`src/rtl/collision_pkg.sv`:
```
// Shared types, geometry width and helpers for the collision scanner.
package collision_pkg;
  localparam int CW = 10;

  typedef logic [CW-1:0] coord_t;
  typedef logic [CW:0]   wcoord_t;

  typedef struct packed {
    logic   valid;
    coord_t xmin;
    coord_t xmax;
    coord_t top;
    coord_t bot;
  } rect_t;

  // hazard_y all-ones means the level has no floor hazard.
  typedef struct packed {
    coord_t goal_x0;
    coord_t goal_x1;
    coord_t goal_y0;
    coord_t goal_y1;
    coord_t hazard_y;
    coord_t hz_x0;
    coord_t hz_w;
  } level_info_t;

  typedef enum logic [1:0] {S_IDLE, S_SCAN, S_RESOLVE} state_e;

  function automatic logic overlap(input wcoord_t a0, input wcoord_t a1,
                                   input wcoord_t b0, input wcoord_t b1);
    return (a0 <= b1) && (b0 <= a1);
  endfunction

  function automatic rect_t mk_rect(input logic v, input int xmin, input int xmax,
                                    input int top, input int bot);
    return '{valid: v, xmin: coord_t'(xmin), xmax: coord_t'(xmax),
             top: coord_t'(top), bot: coord_t'(bot)};
  endfunction

  function automatic level_info_t mk_info(input int gx0, input int gx1, input int gy0,
                                          input int gy1, input int hy, input int hx0,
                                          input int hw);
    return '{goal_x0: coord_t'(gx0), goal_x1: coord_t'(gx1), goal_y0: coord_t'(gy0),
             goal_y1: coord_t'(gy1), hazard_y: coord_t'(hy), hz_x0: coord_t'(hx0),
             hz_w: coord_t'(hw)};
  endfunction
endpackage

```
`src/rtl/collision_scanner_if.sv`:
```
// Request/result bundle between the physics FSM (master) and the collision scanner (slave).
interface collision_scanner_if import collision_pkg::*; #(parameter int LVL_W = 2);
  logic             start;
  coord_t           player_x;
  coord_t           player_y;
  logic [LVL_W-1:0] level;
  coord_t           hazard_height;
  logic             busy;
  logic             done;
  logic             on_ground;
  coord_t           support_y;
  logic             hit_ceiling;
  logic             hit_left_wall;
  logic             hit_right_wall;
  logic             at_goal_region;
  logic             in_hazard;

  modport master (output start, player_x, player_y, level, hazard_height,
                  input  busy, done, on_ground, support_y, hit_ceiling, hit_left_wall,
                         hit_right_wall, at_goal_region, in_hazard);
  modport slave  (input  start, player_x, player_y, level, hazard_height,
                  output busy, done, on_ground, support_y, hit_ceiling, hit_left_wall,
                         hit_right_wall, at_goal_region, in_hazard);
endinterface

```
`src/rtl/collision_scanner_level_map_rom.sv`:
```
// Combinational level map: (level, idx) -> platform rectangle, plus per-level goal/hazard record.
module level_map_rom import collision_pkg::*; #(
  parameter int LVL_W = 2,
  parameter int IDX_W = 4
) (
  input  logic [LVL_W-1:0] level_i,
  input  logic [IDX_W-1:0] idx_i,
  output rect_t            rect_o,
  output level_info_t      info_o
);
  always_comb begin
    rect_o = '0;
    info_o = mk_info(0, 0, 0, 0, 1023, 0, 1);
    case (32'(level_i))
      0: begin
        info_o = mk_info(580, 630, 355, 360, 470, 272, 60);
        case (32'(idx_i))
          0:       rect_o = mk_rect(1'b1,   0,  60, 440, 460);
          1:       rect_o = mk_rect(1'b1,  90, 270, 360, 380);
          2:       rect_o = mk_rect(1'b0,  90, 270, 340, 350);  // disabled ledge
          3:       rect_o = mk_rect(1'b1, 300, 400, 300, 320);
          4:       rect_o = mk_rect(1'b1, 240, 270, 220, 380);
          5:       rect_o = mk_rect(1'b1, 300, 400, 306, 330);
          default: rect_o = '0;
        endcase
      end
      1: begin
        info_o = mk_info(0, 15, 0, 15, 1023, 400, 100);
        if (idx_i == '0) rect_o = mk_rect(1'b1, 0, 639, 400, 420);
      end
      2: begin
        info_o = mk_info(600, 639, 0, 20, 1023, 0, 640);
        if (idx_i == '0) rect_o = mk_rect(1'b1, 0, 100, 16, 30);
      end
      3: begin
        info_o = mk_info(0, 20, 460, 479, 450, 0, 100);
        if (idx_i == '0) rect_o = mk_rect(1'b1, 200, 400, 300, 310);
      end
      default: ;
    endcase
  end
endmodule

```
`src/rtl/collision_scanner.sv`:
```
// Sequential collision scanner: walks one map rectangle per clock and registers the results.
// Optional rising hazard band enabled by defining RISING_HAZARD_EN.
module collision_scanner import collision_pkg::*; #(
  parameter int N_PLAT   = 12,
  parameter int N_LEVEL  = 4,
  parameter int PLAYER_W = 16,
  parameter int PLAYER_H = 16,
  parameter int LAND_TOL = 8,
  parameter int CEIL_TOL = 12,
  parameter int WALL_TOL = 2,
  parameter int SCREEN_H = 480
) (
  input logic                 clk,
  input logic                 rst_n,
  collision_scanner_if.slave  bus
);
  localparam int LVL_W = (N_LEVEL > 1) ? $clog2(N_LEVEL) : 1;
  localparam int IDX_W = (N_PLAT > 1) ? $clog2(N_PLAT) : 1;

  function automatic wcoord_t ext(input coord_t v);
    return {1'b0, v};
  endfunction

  function automatic wcoord_t sat_sub(input coord_t a, input int unsigned b);
    if (32'(a) < b) return '0;
    return ext(a) - wcoord_t'(b);
  endfunction

  state_e           state_q;
  logic [IDX_W-1:0] idx_q;
  coord_t           px_q, py_q;
  logic [LVL_W-1:0] lvl_q;
  logic             has_sup_q, has_sup_d;
  coord_t           sup_q, sup_d;
  logic             ceil_q, ceil_d, lw_q, lw_d, rw_q, rw_d;
  logic             done_q, on_ground_q, hit_ceiling_q, hit_left_q, hit_right_q;
  logic             goal_q, hazard_q;
  coord_t           support_y_q;

  rect_t       rect_w;
  level_info_t info_w;

  level_map_rom #(.LVL_W(LVL_W), .IDX_W(IDX_W)) u_rom (
    .level_i (lvl_q),
    .idx_i   (idx_q),
    .rect_o  (rect_w),
    .info_o  (info_w)
  );

  wcoord_t x_lo, x_hi, y_lo, y_hi, feet;
  assign x_lo = ext(px_q);
  assign x_hi = x_lo + wcoord_t'(PLAYER_W - 1);
  assign y_lo = ext(py_q);
  assign feet = y_lo + wcoord_t'(PLAYER_H);
  assign y_hi = feet - wcoord_t'(1);

  logic x_ov_w, y_ov_w, land_w;
  assign x_ov_w = overlap(x_lo, x_hi, ext(rect_w.xmin), ext(rect_w.xmax));
  assign y_ov_w = overlap(y_lo, y_hi, ext(rect_w.top), ext(rect_w.bot));
  assign land_w = x_ov_w && (ext(rect_w.top) <= feet) &&
                  (feet <= ext(rect_w.top) + wcoord_t'(LAND_TOL));

  // Strict '>' keeps the earliest entry when two supports share a top.
  always_comb begin
    has_sup_d = has_sup_q;
    sup_d     = sup_q;
    ceil_d    = ceil_q;
    lw_d      = lw_q;
    rw_d      = rw_q;
    if (rect_w.valid) begin
      if (land_w && (!has_sup_q || rect_w.top > sup_q)) begin
        has_sup_d = 1'b1;
        sup_d     = rect_w.top;
      end
      ceil_d = ceil_q | (x_ov_w && (sat_sub(rect_w.bot, CEIL_TOL) <= y_lo) &&
                         (y_lo <= ext(rect_w.bot)));
      lw_d   = lw_q | (y_ov_w && (sat_sub(rect_w.xmax, WALL_TOL) <= x_lo) &&
                       (x_lo <= ext(rect_w.xmax)));
      rw_d   = rw_q | (y_ov_w && (ext(rect_w.xmin) <= x_hi) &&
                       (x_hi <= ext(rect_w.xmin) + wcoord_t'(WALL_TOL)));
    end
  end

  logic goal_w, floor_haz_w, band_haz_w;
  assign goal_w = overlap(x_lo, x_hi, ext(info_w.goal_x0), ext(info_w.goal_x1)) &&
                  overlap(y_lo, y_hi, ext(info_w.goal_y0), ext(info_w.goal_y1));
  assign floor_haz_w = (info_w.hazard_y != '1) && (feet >= ext(info_w.hazard_y)) && !has_sup_q;

`ifdef RISING_HAZARD_EN
  coord_t  hh_q;
  wcoord_t band_top_w;
  assign band_top_w = (ext(hh_q) >= wcoord_t'(SCREEN_H)) ? '0 : wcoord_t'(SCREEN_H) - ext(hh_q);
  assign band_haz_w = (hh_q != '0) &&
                      overlap(x_lo, x_hi, ext(info_w.hz_x0),
                              ext(info_w.hz_x0) + ext(info_w.hz_w) - wcoord_t'(1)) &&
                      overlap(y_lo, y_hi, band_top_w, wcoord_t'(SCREEN_H - 1));
`else
  logic unused_hz;
  assign unused_hz  = ^{info_w.hz_x0, info_w.hz_w, bus.hazard_height};
  assign band_haz_w = 1'b0;
`endif

  always_ff @(posedge clk or negedge rst_n) begin
    if (!rst_n) begin
      state_q       <= S_IDLE;
      idx_q         <= '0;
      px_q          <= '0;
      py_q          <= '0;
      lvl_q         <= '0;
      has_sup_q     <= 1'b0;
      sup_q         <= '0;
      ceil_q        <= 1'b0;
      lw_q          <= 1'b0;
      rw_q          <= 1'b0;
      done_q        <= 1'b0;
      on_ground_q   <= 1'b0;
      support_y_q   <= '0;
      hit_ceiling_q <= 1'b0;
      hit_left_q    <= 1'b0;
      hit_right_q   <= 1'b0;
      goal_q        <= 1'b0;
      hazard_q      <= 1'b0;
`ifdef RISING_HAZARD_EN
      hh_q          <= '0;
`endif
    end else begin
      done_q <= 1'b0;
      case (state_q)
        S_IDLE: if (bus.start) begin
          state_q   <= S_SCAN;
          idx_q     <= '0;
          px_q      <= bus.player_x;
          py_q      <= bus.player_y;
          lvl_q     <= bus.level;
          has_sup_q <= 1'b0;
          sup_q     <= '0;
          ceil_q    <= 1'b0;
          lw_q      <= 1'b0;
          rw_q      <= 1'b0;
`ifdef RISING_HAZARD_EN
          hh_q      <= bus.hazard_height;
`endif
        end
        S_SCAN: begin
          has_sup_q <= has_sup_d;
          sup_q     <= sup_d;
          ceil_q    <= ceil_d;
          lw_q      <= lw_d;
          rw_q      <= rw_d;
          if (idx_q == IDX_W'(N_PLAT - 1)) state_q <= S_RESOLVE;
          else                             idx_q   <= idx_q + 1'b1;
        end
        S_RESOLVE: begin
          on_ground_q   <= has_sup_q;
          support_y_q   <= sup_q;
          hit_ceiling_q <= ceil_q;
          hit_left_q    <= lw_q;
          hit_right_q   <= rw_q;
          goal_q        <= goal_w;
          hazard_q      <= floor_haz_w || band_haz_w;
          done_q        <= 1'b1;
          state_q       <= S_IDLE;
        end
        default: state_q <= S_IDLE;
      endcase
    end
  end

  assign bus.busy           = (state_q != S_IDLE);
  assign bus.done           = done_q;
  assign bus.on_ground      = on_ground_q;
  assign bus.support_y      = support_y_q;
  assign bus.hit_ceiling    = hit_ceiling_q;
  assign bus.hit_left_wall  = hit_left_q;
  assign bus.hit_right_wall = hit_right_q;
  assign bus.at_goal_region = goal_q;
  assign bus.in_hazard      = hazard_q;
endmodule
```
`src/flat_wrapper.sv`:
```
// flat-port wrapper written by rule: the top's interface ports become plain ports
module collision_scanner_flat import collision_pkg::*;
#(
  parameter int N_PLAT   = 12,
  parameter int N_LEVEL  = 4,
  parameter int PLAYER_W = 16,
  parameter int PLAYER_H = 16,
  parameter int LAND_TOL = 8,
  parameter int CEIL_TOL = 12,
  parameter int WALL_TOL = 2,
  parameter int SCREEN_H = 480
)
  (clk, rst_n, bus_start, bus_player_x, bus_player_y, bus_level, bus_hazard_height, bus_busy, bus_done, bus_on_ground, bus_support_y, bus_hit_ceiling, bus_hit_left_wall, bus_hit_right_wall, bus_at_goal_region, bus_in_hazard);
  collision_scanner_if bus_i ();
  input logic clk;
  input logic rst_n;
  input wire logic [$bits(bus_i.start)-1:0] bus_start;
  input wire logic [$bits(bus_i.player_x)-1:0] bus_player_x;
  input wire logic [$bits(bus_i.player_y)-1:0] bus_player_y;
  input wire logic [$bits(bus_i.level)-1:0] bus_level;
  input wire logic [$bits(bus_i.hazard_height)-1:0] bus_hazard_height;
  output wire logic [$bits(bus_i.busy)-1:0] bus_busy;
  output wire logic [$bits(bus_i.done)-1:0] bus_done;
  output wire logic [$bits(bus_i.on_ground)-1:0] bus_on_ground;
  output wire logic [$bits(bus_i.support_y)-1:0] bus_support_y;
  output wire logic [$bits(bus_i.hit_ceiling)-1:0] bus_hit_ceiling;
  output wire logic [$bits(bus_i.hit_left_wall)-1:0] bus_hit_left_wall;
  output wire logic [$bits(bus_i.hit_right_wall)-1:0] bus_hit_right_wall;
  output wire logic [$bits(bus_i.at_goal_region)-1:0] bus_at_goal_region;
  output wire logic [$bits(bus_i.in_hazard)-1:0] bus_in_hazard;
  assign bus_i.start = bus_start;
  assign bus_i.player_x = bus_player_x;
  assign bus_i.player_y = bus_player_y;
  assign bus_i.level = bus_level;
  assign bus_i.hazard_height = bus_hazard_height;
  assign bus_busy = bus_i.busy;
  assign bus_done = bus_i.done;
  assign bus_on_ground = bus_i.on_ground;
  assign bus_support_y = bus_i.support_y;
  assign bus_hit_ceiling = bus_i.hit_ceiling;
  assign bus_hit_left_wall = bus_i.hit_left_wall;
  assign bus_hit_right_wall = bus_i.hit_right_wall;
  assign bus_at_goal_region = bus_i.at_goal_region;
  assign bus_in_hazard = bus_i.in_hazard;
  collision_scanner #(.N_PLAT(N_PLAT), .N_LEVEL(N_LEVEL), .PLAYER_W(PLAYER_W), .PLAYER_H(PLAYER_H), .LAND_TOL(LAND_TOL), .CEIL_TOL(CEIL_TOL), .WALL_TOL(WALL_TOL), .SCREEN_H(SCREEN_H)) u_core (.clk(clk), .rst_n(rst_n), .bus(bus_i));
endmodule
```
`config.mk`:
```
export PLATFORM = sky130hd
export DESIGN_NAME = collision_scanner_flat
export DESIGN_NICKNAME = d
export VERILOG_FILES = /design/src/rtl/collision_pkg.sv /design/src/rtl/collision_scanner_if.sv /design/src/rtl/collision_scanner_level_map_rom.sv /design/src/rtl/collision_scanner.sv /design/src/flat_wrapper.sv
export SDC_FILE = /design/constraint.sdc
export NUM_CORES = 1
export LEC_CHECK = 0
export ABC_AREA = 0
export BUFFER_PORTS_ARGS = -buffer_cell sky130_fd_sc_hd__buf_2
export CAP_MARGIN = 40
export CORE_MARGIN = 1
export CORE_UTILIZATION = 55
export CTS_CLUSTER_SIZE = 14
export DETAILED_ROUTE_END_ITERATION = 8
export GPL_ROUTABILITY_DRIVEN = 1
export PLACE_DENSITY = 0.77
export SKIP_CTS_REPAIR_TIMING = 1
export SLEW_MARGIN = 25
export SYNTH_ARGS = -nofsm -noshare
export SYNTH_HDL_FRONTEND = slang
export SYNTH_SLANG_ARGS = --single-unit
```
`constraint.sdc`:
```
create_clock -name clk -period 6.85 [get_ports clk]
set_input_delay 1.37 -clock clk [delete_from_list [all_inputs] [get_ports clk]]
set_output_delay 1.37 -clock clk [all_outputs]
set_load 0.005 [all_outputs]
```
==> flow_metrics.tcl, run 1 <==
set metrics [dict create \
    status "finished clean" \
    syn_inst 788 \
    cp_max_fo 17 \
    cp.arrival_ns 5.64 \
    core-area_sq_um 11420 \
    drv_cap 0 \
    rows 39 \
    clockBufferDepth 2 \
    seq_area_frac_synth_pct 21.36 \
    final_max_slew_viol_count 0 \
    grt_pass1_vias 5757 \
    drt-wirelength-per-cell_microns 17.99 \
    netlist.area_leader.share_pct 27.77 \
    finalSetupViolCount 0 \
    cts_tree "done" \
    grt_max_degree 56 \
    rsz0062_at_grt "false" \
    slew_headroom_pct 46.27 \
    critPathCaptureType "register" \
    hold_depth 2 \
    dieArea_sq_um 12150 \
    clk_latency_ns 0.32 \
    synth.distinct_cells 69 \
    grt_pass1_wl_microns 28230 \
    post_route_cells_drive_above_1_share_pct 9.311 \
    antenna_cells 0 \
    max_slew.worst_pin.slew_ns 0.8043 \
    dpl.hpwl_microns 13780 \
    worstSetupPathType "reg2reg" \
    route.detailed.drc 0 \
    r2r-end "u_core.sup_q[8]" \
    start_util_pct 56.42 \
    rrSetupSlack_ns 1.41 \
    vias 6074 \
    critPathRequiredTime_ns 7.05 \
    setup_tns_ns 0 \
    gr-total-overflow 0 \
    synth_area_sq_um 6442 \
    die_w_microns 110.2 \
    finalHoldViolations 0 \
    io_buffers 40 \
    synth_seq_cells 55 \
    die_h_microns 110.2 \
    timing.rr.start "u_core.lvl_q[1]" \
    critPathLaunchType "register" \
    dr.pass1.iters 5 \
    cpMaxStageDelayCell "ha_1" \
    first_iter_violations 441 \
    yosys_warnings 0 \
    slowest_delay_ns 0.61 \
    fmax_ghz 0.1838 \
    io_pins 53 \
    ant_nets 0 \
    cts-buffers-inserted 5 \
    wl_met3_microns 1049 \
    fin_crit_ns 5.441 \
    clk_pin_slew_worst_paths_ns 0.08 \
    min_path_type "reg2reg" \
    ff2ff_path_depth 19 \
    clock_skew_ns 0.01308 \
    drt-met1-wl_microns 7644 \
    fin_crit_sh_pct 79.42 \
    drt_wl_total_microns 17450 \
    final_nets 1004 \
    final_cell_mix "ha_1 (143), nand2_1 (93), inv_1 (81), o21ai_0 (69), dfrtp_1 (55)" \
    crit_chain "inv_1, ha_1, nand2b_1, nor3_2, o21ba_2, o31ai_1, buf_4, ha_1, a31o_2, nand2_1, ha_1, a21o_1, a211oi_1, o311ai_0, and3_1, or4_4, nor4_2, buf_4, mux2_4" \
    critPathLaunch "u_core.lvl_q[1]" \
    crit_top_cell "ha_1" \
    drt-vias-per-instance 6.262 \
    yosysTopAreaCell "ha_1" \
    synth_top_cells_by_area "ha_1 (28%), dfrtp_1 (21%), nand2_1 (5.4%)" \
    grt_usage_pct 30.44 \
    route.met2.wl_microns 8064 \
    synth-edff-count 0 \
    async_flop_share_pct 100.0 \
    cts_sinks 55 \
    layout_commonest_cell "ha_1" \
    top_layer_used "met4" \
    h-tree-depth 2 \
    avgSynthCellArea_sq_um 8.176 \
    antenna_found_initial 0 \
    syn_to_final_growth_pct 8.118 \
    cts-root-buf "clkbuf_16" \
    setup.worst_path.end "u_core.sup_q[8]" \
    place_congestion 0.9592 \
    synth-main-ff-cell "dfrtp_1" \
]
-- worst max-delay path, delay by kind of cell (launching register included) --
kind / cells / cell delay, ns
simple gates: 6 / 1.47
mux: 1 / 0.31
buf+inv: 3 / 0.61
flops: 1 / 0.40
compound gates: 6 / 1.38
fa+ha+maj: 3 / 1.13
-- cell type report --
cell class	instances	area (sq um)
clock buffer	5	125.1
tap	143	178.9
timing repair buffer	49	271.5
fill	1034	4453
inverter	81	304.0
clock inverter	3	33.78
sequential	55	1376
multi-input combinational	634	4676
-- synthesized netlist by cell type, types with 9 or more instances --
cell type / instances
a21oi_1: 43
clkbuf_1: 14
nand3_1: 20
a211oi_1: 10
inv_1: 81
nand4_1: 24
dfrtp_1: 55
nand2_1: 93
nand2b_1: 9
o21ai_0: 69
nor2_1: 36
mux2i_1: 9
xnor2_1: 20
a21o_1: 11
nor2b_1: 15
o21a_1: 12
ha_1: 143
nor3_1: 21
-- routing by layer --
layer  track usage (%)  up-vias
li1                  -     2908
met1             38.68     2842
met2             50.13      263
met3             5.409       61
met4             14.19        0
met5                 0        -
-- how the worst min path moves through the flow --
stage                              endpoint                    start  slack (ns)
floorplan            u_core.bus.hit_ceiling            u_core.ceil_q        0.44
global placement    u_core.bus.support_y[1]  u_core.bus.support_y[1]        0.45
detailed placement  u_core.bus.support_y[1]  u_core.bus.support_y[1]        0.46
CTS                 u_core.bus.support_y[1]  u_core.bus.support_y[1]        0.48
global route         u_core.bus.hit_ceiling            u_core.ceil_q        0.50
finish              u_core.bus.support_y[1]  u_core.bus.support_y[1]        0.47
-- sequential cells by signal (all words and copies together) (netlist names), 2 cells and up --
register,flops
u_core.sup_q,8
u_core.py_q,10
u_core.state_q,2
u_core.lvl_q,2
u_core.px_q,10
u_core.bus.support_y,8
u_core.idx_q,4
-- through the flow --
step / setup WS [ns] / util [%] / hold slack, ns / std cells / area [sq um]
after global placement: 1.569 / 59.51 / 0.4539 / 961 / 6795
after global routing: 1.176 / 61.00 / 0.5045 / 970 / 6965
after CTS: 1.489 / 60.90 / 0.4799 / 969 / 6954
after detailed placement: 1.523 / 59.51 / 0.4598 / 961 / 6795
after floorplan: 2.035 / - / 0.4391 / 790 / 6450
final: 1.409 / 61.00 / 0.4729 / 970 / 6965
-- kinds of logic (layout without fill, tap and decap cells) --
group | Yosys count | in the layout | synth area share (%)
flip-flops | 55 | 55 | 21.36
other | 1 | 3 | 0.05821
AO/OA/AOI/OAI | 196 | 196 | 19.52
XOR/XNOR | 24 | 24 | 3.263
buffers and inverters | 101 | 138 | 6.253
adder cells (fa/ha/maj) | 143 | 143 | 27.77
AND/OR/NAND/NOR | 258 | 258 | 20.14
multiplexers | 10 | 10 | 1.631
Power of run 1 is not shown: default switching activity piles up to over one toggle a cycle in this logic, so the estimate is an artifact.
==> run 2, diff against run 1 <==
--- a/config.mk
+++ b/config.mk
@@ -5,7 +5,7 @@
 export SDC_FILE = /design/constraint.sdc
 export NUM_CORES = 1
 export LEC_CHECK = 0
-export ABC_AREA = 0
+export ABC_AREA = 1
 export BUFFER_PORTS_ARGS = -buffer_cell sky130_fd_sc_hd__buf_2
 export CAP_MARGIN = 40
 export CORE_MARGIN = 1
@@ -13,7 +13,7 @@
 export CTS_CLUSTER_SIZE = 14
 export DETAILED_ROUTE_END_ITERATION = 8
 export GPL_ROUTABILITY_DRIVEN = 1
-export PLACE_DENSITY = 0.77
+export PLACE_DENSITY = 0.8
 export SKIP_CTS_REPAIR_TIMING = 1
 export SLEW_MARGIN = 25
 export SYNTH_ARGS = -nofsm -noshare
==> constraint.sdc (replaced) <==
create_clock -name clk -period 4.9 [get_ports clk]
set_input_delay 0.98 -clock clk [delete_from_list [all_inputs] [get_ports clk]]
set_output_delay 0.98 -clock clk [all_outputs]
set_load 0.005 [all_outputs]
==> run 2 against run 1 <==
Clock skew up 0.0036 ns. Count of clock-buffer cells in the layout unchanged. Worst setup slack worse by 0.76 ns. Critical path depth grew 4. Die area rose by 4.2%. Sequential share of layout area is 0.81 points lower. Global-route usage down 2.0 points. First-iteration DRC count increased by 6.3%. Highest routed layer unchanged.
==> flow_metrics.tcl, run 2 <==
set metrics [dict create \
    dieArea_sq_um 12660 \
    vias 6366 \
    clk_latency_ns 0.32 \
    synth_seq_cells 55 \
    async_flop_share_pct 100.0 \
    synth.distinct_cells 40 \
    slowest_delay_ns 0.44 \
    drt_wl_total_microns 17050 \
    top_regs "u_core.px_q: 10 flops, u_core.py_q: 10 flops" \
    clk_pin_slew_worst_paths_ns 0.09 \
    grt_usage_pct 28.40 \
    die_h_microns 112.5 \
    crit_family "simple AND/OR/NAND/NOR gates" \
    layout_commonest_cell "nand2_1" \
    ant_nets 0 \
    dpl.hpwl_microns 13450 \
    die_w_microns 112.5 \
    cts_sinks 55 \
    cpMaxStageDelayCell "ha_1" \
    rrSetupSlack_ns 0.65 \
    crit_chain "inv_1, ha_1, clkinv_1, nand2_1, o21ai_0, inv_1, ha_1, inv_1, o21ai_1, nand2_1, ha_1, a21oi_1, nor2_1, nor3_1, nand2_1, nand2_1, nand2_1, nand2_1, nand2_1, nor2_1, nand3_2, nand3_1, nand2_1" \
    drt-wirelength-per-cell_microns 14.83 \
    fin_crit_sh_pct 86.81 \
    timing.rr.start "u_core.lvl_q[1]" \
    hold_depth 2 \
    finalHoldViolations 0 \
    drt-vias-per-instance 5.536 \
    critPathLaunchType "register" \
    core-area_sq_um 11960 \
    io_pins 53 \
    dr.pass1.iters 5 \
    yosysTopAreaCell "ha_1" \
    synth_top_cells_by_area "ha_1 (27%), dfrtp_1 (20%), nand2_1 (13%)" \
    grt_pass1_vias 5884 \
    antenna_cells 0 \
    avgSynthCellArea_sq_um 6.993 \
    r2r-end "u_core.sup_q[2]" \
    synth_area_sq_um 6720 \
    critPathLaunch "u_core.lvl_q[1]" \
    cp.arrival_ns 4.45 \
    route.detailed.drc 0 \
    cts-buffers-inserted 5 \
    final_nets 1180 \
    clockBufferDepth 2 \
    critPathCaptureType "register" \
    gr-total-overflow 0 \
    cp_max_fo 10 \
    fmax_ghz 0.2351 \
    clock_skew_ns 0.01665 \
    synth-edff-count 0 \
    start_util_pct 56.18 \
    syn_inst 961 \
    max_slew.worst_pin.slew_ns 0.5484 \
    critPathRequiredTime_ns 5.10 \
    fin_crit_ns 4.254 \
    synthTopCellsByCount "nand2_1 (231), ha_1 (143), inv_1 (141), nor2_1 (67), nand3_1 (63)" \
    netlist.area_leader.share_pct 26.62 \
    yosys_warnings 0 \
    worstHoldStart "u_core.bus.support_y[1]" \
    setup_tns_ns 0 \
    grt_pass1_wl_microns 28550 \
    grt_max_degree 56 \
    place_congestion 0.9228 \
    antenna_found_initial 0 \
    rsz0062_at_grt "false" \
    slew_headroom_pct 63.21 \
    min_path_type "reg2reg" \
    io_buffers 40 \
    cts-root-buf "clkbuf_16" \
    whs_endpoint "u_core.bus.support_y[1]" \
    h-tree-depth 2 \
    first_iter_violations 469 \
    crit_buf_inv 4 \
    drv_cap 0 \
    status "finished clean" \
    rows 40 \
    final_max_slew_viol_count 0 \
    post_route_cells_drive_above_1_share_pct 10.37 \
    synth-main-ff-cell "dfrtp_1" \
    crit_top_cell "nand2_1" \
    fill_cells 1113 \
    worstSetupPathType "reg2reg" \
    ff2ff_path_depth 23 \
    cts_tree "done" \
    seq_area_frac_synth_pct 20.48 \
    synth_most_common_cell "nand2_1" \
    finalSetupViolCount 0 \
    final_cell_mix "nand2_1 (231), ha_1 (143), inv_1 (141), nor2_1 (67), nand3_1 (63)" \
    syn_to_final_growth_pct 8.062 \
]
-- run 2: worst min-delay path: stages (launching register included) --
cell and delay, ns:
dfrtp_1 0.34, nand2_1 0.06, nand2_1 0.05
-- run 2: layer usage --
layer	global-route usage, %	wire [microns]	vias to the layer above
li1	-	-	3236
met1	38.83	7967	2864
met2	47.00	7502	238
met3	3.888	1202	28
met4	7.644	381	0
met5	0	0	-
-- run 2: how the worst max path moves through the flow --
stage | to | cells after the start
after floorplan | u_core.sup_q[1] | 24
after global placement | u_core.sup_q[6] | 23
after detailed placement | u_core.sup_q[6] | 23
after CTS | u_core.sup_q[2] | 23
after global routing | u_core.sup_q[2] | 23
final | u_core.sup_q[2] | 23
-- run 2: layout make-up --
cell class | instances | area (sq um) | area share, %
clock buffer | 5 | 125.1 | 1.723
clock inverter | 3 | 26.28 | 0.3618
inverter | 153 | 574.3 | 7.908
multi-input combinational | 741 | 4711 | 64.87
sequential | 55 | 1376 | 18.95
tap | 147 | 183.9 | 2.533
timing repair buffer | 46 | 265.3 | 3.653
-- run 2: through the flow --
| stage | hold WS, ns | worst slack, ns | instance area (sq um) | cells | util, % |
|---|---|---|---|---|---|
| floorplan | 0.4624 | 1.513 | 6728 | 963 | - |
| global placement | 0.4506 | 0.8661 | 7076 | 1140 | 59.15 |
| detailed placement | 0.4602 | 0.7822 | 7091 | 1141 | 59.28 |
| CTS | 0.4772 | 0.7408 | 7242 | 1149 | 60.54 |
| global route | 0.5028 | 0.3558 | 7262 | 1150 | 60.71 |
| finish | 0.4697 | 0.6463 | 7262 | 1150 | 60.71 |
-- run 2: kinds of logic (layout without fill, tap and decap cells) --
group	Yosys count	in the layout	share of synthesized area, %
simple gates	437	437	29.34
buf+inv	167	207	9.533
fa+ha+maj	143	143	26.62
compound gates	140	140	11.62
flops	55	55	20.48
xor+xnor	18	18	2.346
other cells	1	3	0.05580
Power of run 2 is left out for the same reason.
